**src/rtl/instr_sequencer_if.sv**
```systemverilog
// Fetch/execute handshake between the program sequencer and the fetch/exec units.
interface instr_sequencer_if #(
    parameter int unsigned OPC_WIDTH = 5
);
    logic                 fetch_en;
    logic                 fetch_done;
    logic [OPC_WIDTH-1:0] opcode;
    logic                 exec_start;
    logic                 exec_done;

    modport master (
        output fetch_en,
        output exec_start,
        input  fetch_done,
        input  opcode,
        input  exec_done
    );

    modport slave (
        input  fetch_en,
        input  exec_start,
        output fetch_done,
        output opcode,
        output exec_done
    );
endinterface

```
**src/rtl/instr_sequencer.sv**
```systemverilog
// Program sequencer: fetch -> decode -> dispatch -> wait loop with watchdogs,
// illegal-opcode trap, instruction budget and result-capture strobe.
module instr_sequencer #(
    parameter int unsigned OPC_WIDTH      = 5,
    parameter int unsigned HALT_OPCODE    = 0,
    parameter int unsigned MAX_OPCODE     = 7,
    parameter int unsigned CAPTURE_OPCODE = 6,
    parameter int unsigned MAX_INSTR      = 64,
    parameter int unsigned TIMEOUT_CYCLES = 4096,
    parameter int unsigned CNT_WIDTH      = 16
) (
    input  logic                 clk,
    input  logic                 rst,
    input  logic                 start,
    input  logic                 abort,
    instr_sequencer_if.master    bus,
    output logic                 result_capture,
    output logic                 busy,
    output logic                 done,
    output logic                 error,
    output logic [1:0]           error_code,
    output logic [CNT_WIDTH-1:0] instr_count
);
    localparam int unsigned WD_WIDTH = (TIMEOUT_CYCLES > 2) ? $clog2(TIMEOUT_CYCLES) : 1;

    localparam logic [2:0] S_IDLE      = 3'd0;
    localparam logic [2:0] S_FETCH     = 3'd1;
    localparam logic [2:0] S_DECODE    = 3'd2;
    localparam logic [2:0] S_DISPATCH  = 3'd3;
    localparam logic [2:0] S_WAIT_EXEC = 3'd4;
    localparam logic [2:0] S_FINISH    = 3'd5;
    localparam logic [2:0] S_ERROR     = 3'd6;

    localparam logic [1:0] EC_NONE    = 2'd0;
    localparam logic [1:0] EC_FETCH   = 2'd1;
    localparam logic [1:0] EC_EXEC    = 2'd2;
    localparam logic [1:0] EC_ILLEGAL = 2'd3;

    logic [2:0]           state_q, state_d;
    logic [WD_WIDTH-1:0]  wd_q, wd_d;
    logic [OPC_WIDTH-1:0] opc_q, opc_d;
    logic [CNT_WIDTH-1:0] count_q, count_d, count_inc;
    logic [1:0]           ecode_q, ecode_d;
    logic                 fetch_en_q, fetch_en_d;
    logic                 exec_start_q, exec_start_d;
    logic                 capture_q, capture_d;
    logic                 busy_q, busy_d;
    logic                 done_q, done_d;
    logic                 error_q, error_d;
    logic                 wd_expired;

    // Next-state, counters and registered-output precomputation.
    always_comb begin
        state_d    = state_q;
        opc_d      = opc_q;
        count_d    = count_q;
        ecode_d    = ecode_q;
        capture_d  = 1'b0;
        wd_expired = (wd_q == WD_WIDTH'(TIMEOUT_CYCLES - 1));
        count_inc  = (count_q < CNT_WIDTH'(MAX_INSTR)) ? count_q + CNT_WIDTH'(1) : count_q;

        case (state_q)
            S_IDLE, S_FINISH, S_ERROR: begin
                if (start) begin
                    state_d = S_FETCH;
                    count_d = '0;
                    ecode_d = EC_NONE;
                end
            end
            S_FETCH: begin
                if (bus.fetch_done) begin
                    state_d = S_DECODE;
                end else if (wd_expired) begin
                    state_d = S_ERROR;
                    ecode_d = EC_FETCH;
                end
            end
            S_DECODE: begin
                if (bus.opcode == OPC_WIDTH'(HALT_OPCODE)) begin
                    state_d = S_FINISH;
                end else if (bus.opcode > OPC_WIDTH'(MAX_OPCODE)) begin
                    state_d = S_ERROR;
                    ecode_d = EC_ILLEGAL;
                end else begin
                    opc_d   = bus.opcode;
                    state_d = S_DISPATCH;
                end
            end
            S_DISPATCH: begin
                state_d = S_WAIT_EXEC;
            end
            S_WAIT_EXEC: begin
                if (bus.exec_done) begin
                    count_d   = count_inc;
                    capture_d = (opc_q == OPC_WIDTH'(CAPTURE_OPCODE));
                    state_d   = (count_inc == CNT_WIDTH'(MAX_INSTR)) ? S_FINISH : S_FETCH;
                end else if (wd_expired) begin
                    state_d = S_ERROR;
                    ecode_d = EC_EXEC;
                end
            end
            default: begin
                state_d = S_IDLE;
            end
        endcase

        // Abort overrides every transition and handshake in the same cycle.
        if (abort) begin
            state_d   = S_IDLE;
            count_d   = '0;
            ecode_d   = EC_NONE;
            capture_d = 1'b0;
        end

        // Watchdog restarts on every state entry and only runs while waiting.
        if ((state_d == state_q) && ((state_q == S_FETCH) || (state_q == S_WAIT_EXEC))) begin
            wd_d = wd_q + WD_WIDTH'(1);
        end else begin
            wd_d = '0;
        end

        fetch_en_d   = (state_d == S_FETCH);
        exec_start_d = (state_d == S_DISPATCH);
        done_d       = (state_d == S_FINISH);
        error_d      = (state_d == S_ERROR);
        busy_d       = !((state_d == S_IDLE) || (state_d == S_FINISH) || (state_d == S_ERROR));
    end

    // State and output registers.
    always_ff @(posedge clk or posedge rst) begin
        if (rst) begin
            state_q      <= S_IDLE;
            wd_q         <= '0;
            opc_q        <= '0;
            count_q      <= '0;
            ecode_q      <= EC_NONE;
            fetch_en_q   <= 1'b0;
            exec_start_q <= 1'b0;
            capture_q    <= 1'b0;
            busy_q       <= 1'b0;
            done_q       <= 1'b0;
            error_q      <= 1'b0;
        end else begin
            state_q      <= state_d;
            wd_q         <= wd_d;
            opc_q        <= opc_d;
            count_q      <= count_d;
            ecode_q      <= ecode_d;
            fetch_en_q   <= fetch_en_d;
            exec_start_q <= exec_start_d;
            capture_q    <= capture_d;
            busy_q       <= busy_d;
            done_q       <= done_d;
            error_q      <= error_d;
        end
    end

    assign bus.fetch_en   = fetch_en_q;
    assign bus.exec_start = exec_start_q;
    assign result_capture = capture_q;
    assign busy           = busy_q;
    assign done           = done_q;
    assign error          = error_q;
    assign error_code     = ecode_q;
    assign instr_count    = count_q;
endmodule

```
**src/flat_wrapper.sv**
```systemverilog
// flat-port wrapper written by rule: the top's interface ports become plain ports
module instr_sequencer_flat 
#(
    parameter int unsigned OPC_WIDTH      = 5,
    parameter int unsigned HALT_OPCODE    = 0,
    parameter int unsigned MAX_OPCODE     = 7,
    parameter int unsigned CAPTURE_OPCODE = 6,
    parameter int unsigned MAX_INSTR      = 64,
    parameter int unsigned TIMEOUT_CYCLES = 4096,
    parameter int unsigned CNT_WIDTH      = 16
)
  (clk, rst, start, abort, result_capture, busy, done, error, error_code, instr_count, bus_fetch_en, bus_exec_start, bus_fetch_done, bus_opcode, bus_exec_done);
  instr_sequencer_if #(.OPC_WIDTH(OPC_WIDTH)) bus_i ();
  input  logic clk;
  input  logic rst;
  input  logic start;
  input  logic abort;
  output logic result_capture;
  output logic busy;
  output logic done;
  output logic error;
  output logic [1:0] error_code;
  output logic [CNT_WIDTH-1:0] instr_count;
  output wire logic [$bits(bus_i.fetch_en)-1:0] bus_fetch_en;
  output wire logic [$bits(bus_i.exec_start)-1:0] bus_exec_start;
  input wire logic [$bits(bus_i.fetch_done)-1:0] bus_fetch_done;
  input wire logic [$bits(bus_i.opcode)-1:0] bus_opcode;
  input wire logic [$bits(bus_i.exec_done)-1:0] bus_exec_done;
  assign bus_fetch_en = bus_i.fetch_en;
  assign bus_exec_start = bus_i.exec_start;
  assign bus_i.fetch_done = bus_fetch_done;
  assign bus_i.opcode = bus_opcode;
  assign bus_i.exec_done = bus_exec_done;
  instr_sequencer #(.OPC_WIDTH(OPC_WIDTH), .HALT_OPCODE(HALT_OPCODE), .MAX_OPCODE(MAX_OPCODE), .CAPTURE_OPCODE(CAPTURE_OPCODE), .MAX_INSTR(MAX_INSTR), .TIMEOUT_CYCLES(TIMEOUT_CYCLES), .CNT_WIDTH(CNT_WIDTH)) u_core (.clk(clk), .rst(rst), .start(start), .abort(abort), .bus(bus_i), .result_capture(result_capture), .busy(busy), .done(done), .error(error), .error_code(error_code), .instr_count(instr_count));
endmodule
```
**config.mk**
```make
export PLATFORM = sky130hd
export DESIGN_NAME = instr_sequencer_flat
export DESIGN_NICKNAME = d
export VERILOG_FILES = /design/src/rtl/instr_sequencer_if.sv /design/src/rtl/instr_sequencer.sv /design/src/flat_wrapper.sv
export SDC_FILE = /design/constraint.sdc
export NUM_CORES = 1
export LEC_CHECK = 0
export ABC_AREA = 0
export ABC_CLOCK_PERIOD_IN_PS = 4700
export CAP_MARGIN = 20
export CORE_MARGIN = 3
export CORE_UTILIZATION = 55
export CTS_BUF_LIST = sky130_fd_sc_hd__clkbuf_4
export DETAILED_ROUTE_END_ITERATION = 12
export PLACE_DENSITY = 0.83
export SLEW_MARGIN = 20
export SYNTH_ARGS = -nofsm -noshare
export SYNTH_HDL_FRONTEND = slang
export SYNTH_SLANG_ARGS = --single-unit
export TNS_END_PERCENT = 1
```
**constraint.sdc**
```tcl
create_clock -name clk -period 4.7 [get_ports clk]
set_input_delay 0.94 -clock clk [delete_from_list [all_inputs] [get_ports clk]]
set_output_delay 0.94 -clock clk [all_outputs]
set_load 0.005 [all_outputs]
```
==> summary.txt <==
Run status
  • Status: finished, final reports clean

Finish
  • Layout net count: 292
  • Layout cells sized above 1: 10.00%
  • Multi-input logic area: 1240 um^2
  • FF/Latch Area: 1101 um^2
  • # fillers: 334
  • Layout area overhead: 16.74%
  • Ant diodes: 0
  • Finished Core Util: 69.05%

Power
  • Leak Pwr: 1.181 nW
  • Final Power: 0.7613 mW
  • Worst vdd ir: 0.1814 mV
  • PwrDens: 266.0 nW/um^2

Yosys
  • Post-synth cell types: 65
  • Yosys reg bits: 44
  • EDFF count, synth: 0
  • Post-Syn Area: 2451 um^2
  • Mapped Nets: 261
  • Yosys warns: 0
  • Post-synth top flop: dfrtp_1
  • Synth top area cells: dfrtp_1 (45%), nor2_1 (4.6%), nand2_1 (2.6%), nor4_4 (2.6%), and2_1 (2.6%)
  • Cells after synthesis: 248
  • Synth area leader: dfrtp_1
  • Top cell type's share of synthesized area: 44.92%
  • Syn_area_per_cell: 9.883 um^2
  • Seq/Total Area, Yosys: 44.92%
  • Async SR Flop Fraction: 100.0%

Die
  • Die height: 72.76 um
  • Core area: 4144 um^2
  • Rows: 23
  • Initial Util: 59.15%
  • DIE WIDTH: 72.76 um
  • IO Count: 35
  • Die area: 5293 um^2

Detailed routing
  • WL/cell: 15.23 um
  • Number of iterations in the first detailed-routing pass: 4
  • DRC: 0
  • Routed Wire Length: 5027 um
  • Drt via density: 5.891
  • First-iteration detailed-routing DRC count: 163
  • Via count: 1,944
  • Post-DRT Antenna Nets: 0

Worst setup path
  • Slowest-stage cell, CP: a41oi_1
  • Critical Path Start Type: primary input
  • Reg2reg start: u_core.wd_q[0]
  • CP required: 4920 ps
  • Crit Path Max Fanout: 12
  • Setup Crit Path Kind: in -> reg
  • Worst R2R Setup Slack: 2070 ps
  • Reg2reg path depth: 7
  • Critical Path AT: 3070 ps
  • Worst r2r dst: u_core.wd_q[11]
  • Critical path, cell by cell: clkdlybuf4s50_1, or3b_1, a21oi_1, a221oi_2, a41oi_1, nor2_1
  • CP peak stage delay: 820 ps
  • Critical Path Sink Type: flop

Clock tree
  • Clock-pin slew on the worst setup and hold paths: 120 ps
  • Later-pin clock latency in the skew report: 360 ps
  • Bufs on Longest Clock Path: 2
  • Num CTS Buffers: 5
  • Clk sinks: 44
  • CTS hold repair buffers: 0
  • Post-cts sizing count: 0
  • Clock root buffer: clkbuf_4
  • H-tree depth: 2
  • CTS tree: done
  • Setup bufs post-CTS: 0

Global routing
  • Initial antenna violation count: 0
  • Vias in the first global route: 1,754
  • First-pass GRT wire length: 8687 um
  • Met3 Track Usage GR: 4.270%
  • Remaining global-route overflow: 0
  • GR peak layer: met2
  • Largest net degree at the start of global routing: 45
  • Met2 usage: 32.16%
  • GRT Resource Usage Total: 21.15%
  • Met1 usage: 30.46%

STA
  • Setup TNS: 0 ps
  • Final setup vio count: 0
  • Min cycle time layout: 2851 ps
  • RSZ-0062 raised after global routing: false
  • Clock Skews: 4.997 ps
  • Final setup margin: 1849 ps
  • Hold Vio Cnt, Final: 0
  • Worst slew margin: 35.24%
  • FMAX: 350.8 MHz
  • Slew @ Worst Pin: 958.7 ps
  • Slew Viols, Final: 0
  • Final Cycle Share: 60.65%

Placement
  • Post-detail-place hpwl: 3691 um
  • DP Worst Slack: 1442 ps
  • Gp weighted congestion: 0.9296
  • IO Port Bufs: 34

Hold path
  • Worst hold stages: 1
  • Worst Hold End: u_core.result_capture
  • Hold path start: u_core.opc_q[0]
  • HP Class: reg -> reg

Job
  • Max Cap Viol: 0
-- critical path, delay by kind of cell --
family / cells / cell delay [ps]
compound gates: 3 / 1140
buf+inv: 1 / 480
simple gates: 2 / 510
-- synthesized netlist by cell type, drive strengths merged, types with 5 or more instances --
cell,n
nand4,6
or3,5
clkbuf,7
dfrtp,44
nor2b,5
nand2b,7
and2,10
inv,8
nor4,6
nor2,30
o21ai,8
a21oi,7
xnor2,7
nor3,11
nand2,18
nand3,6
-- kinds of logic after synthesis --
family                   share of synthesized area [%]
AND/OR/NAND/NOR                                  29.05
AO/OA/AOI/OAI                                    14.91
flip-flops                                       44.92
buffers and inverters                            4.492
XOR/XNOR                                         3.930
multiplexers                                     1.685
adder cells (fa/ha/maj)                          1.021
-- placed cells by master, fill, tap and decap left out, types with 4 or more instances in the layout --
cell / count
a31oi_1: 4
xor2_1: 4
nand3_1: 5
o21ai_0: 8
xnor2_1: 7
nor2b_1: 5
and2_1: 10
nor3_1: 10
nor2_1: 30
nand2_1: 17
or3_1: 4
nand2b_1: 6
dfrtp_1: 44
clkdlybuf4s50_1: 34
inv_1: 8
nand4_1: 6
a21oi_1: 6
clkbuf_4: 6
-- flip-flops by register name, indices dropped and copies added, names as in the netlist --
register and flops:
u_core.instr_count 16, u_core.error_code 2, u_core.busy 1, u_core.wd_q 12, u_core.opc_q 5, u_core.state_q 3
u_core.bus.exec_start 1, u_core.error 1, u_core.done 1, u_core.bus.fetch_en 1, u_core.result_capture 1
-- metal layers --
layer  vias up  wire (um)
li1        950          -
met1       930       2355
met2        54       2367
met5         -          0
met3        10        228
met4         0         76
-- power breakdown --
part	internal, mW	switching, mW	leakage, nW
registers	0.397	0.0200	0.606
clock network	0.117	0.121	0.0456
logic	0.0510	0.0551	0.529
total	0.565	0.196	1.18
-- worst max-delay path by stage --
stage	startpoint	endpoint	slack [ps]	cells past startpoint
2_1_floorplan	start	u_core.instr_count[10]	2380	6
5_1_grt	bus_exec_done	u_core.wd_q[5]	1610	6
3_3_place_gp	bus_exec_done	u_core.wd_q[6]	1520	6
4_1_cts	bus_exec_done	u_core.wd_q[9]	1840	6
3_5_place_dp	bus_exec_done	u_core.wd_q[9]	1440	6
6_report	bus_exec_done	u_core.wd_q[11]	1850	6
-- through the flow --
step / cell area, um^2 / hold WS [ps] / cells
3_3_place_gp: 2781 / 427.9 / 322
4_1_cts: 2861 / 446.3 / 330
2_1_floorplan: 2451 / 404.6 / 248
3_5_place_dp: 2781 / 425.9 / 322
6_report: 2861 / 446.3 / 330
5_1_grt: 2861 / 450.6 / 330
-- final cells by class --
class,count,area share [%]
timing repair buffer,35,12.16
clock inverter,2,1.224
sequential,44,38.48
multi-input combinational,185,43.33
inverter,8,1.049
clock buffer,6,1.574
tap,50,2.186
No activity file was read; power rests on OpenSTA's default activity.
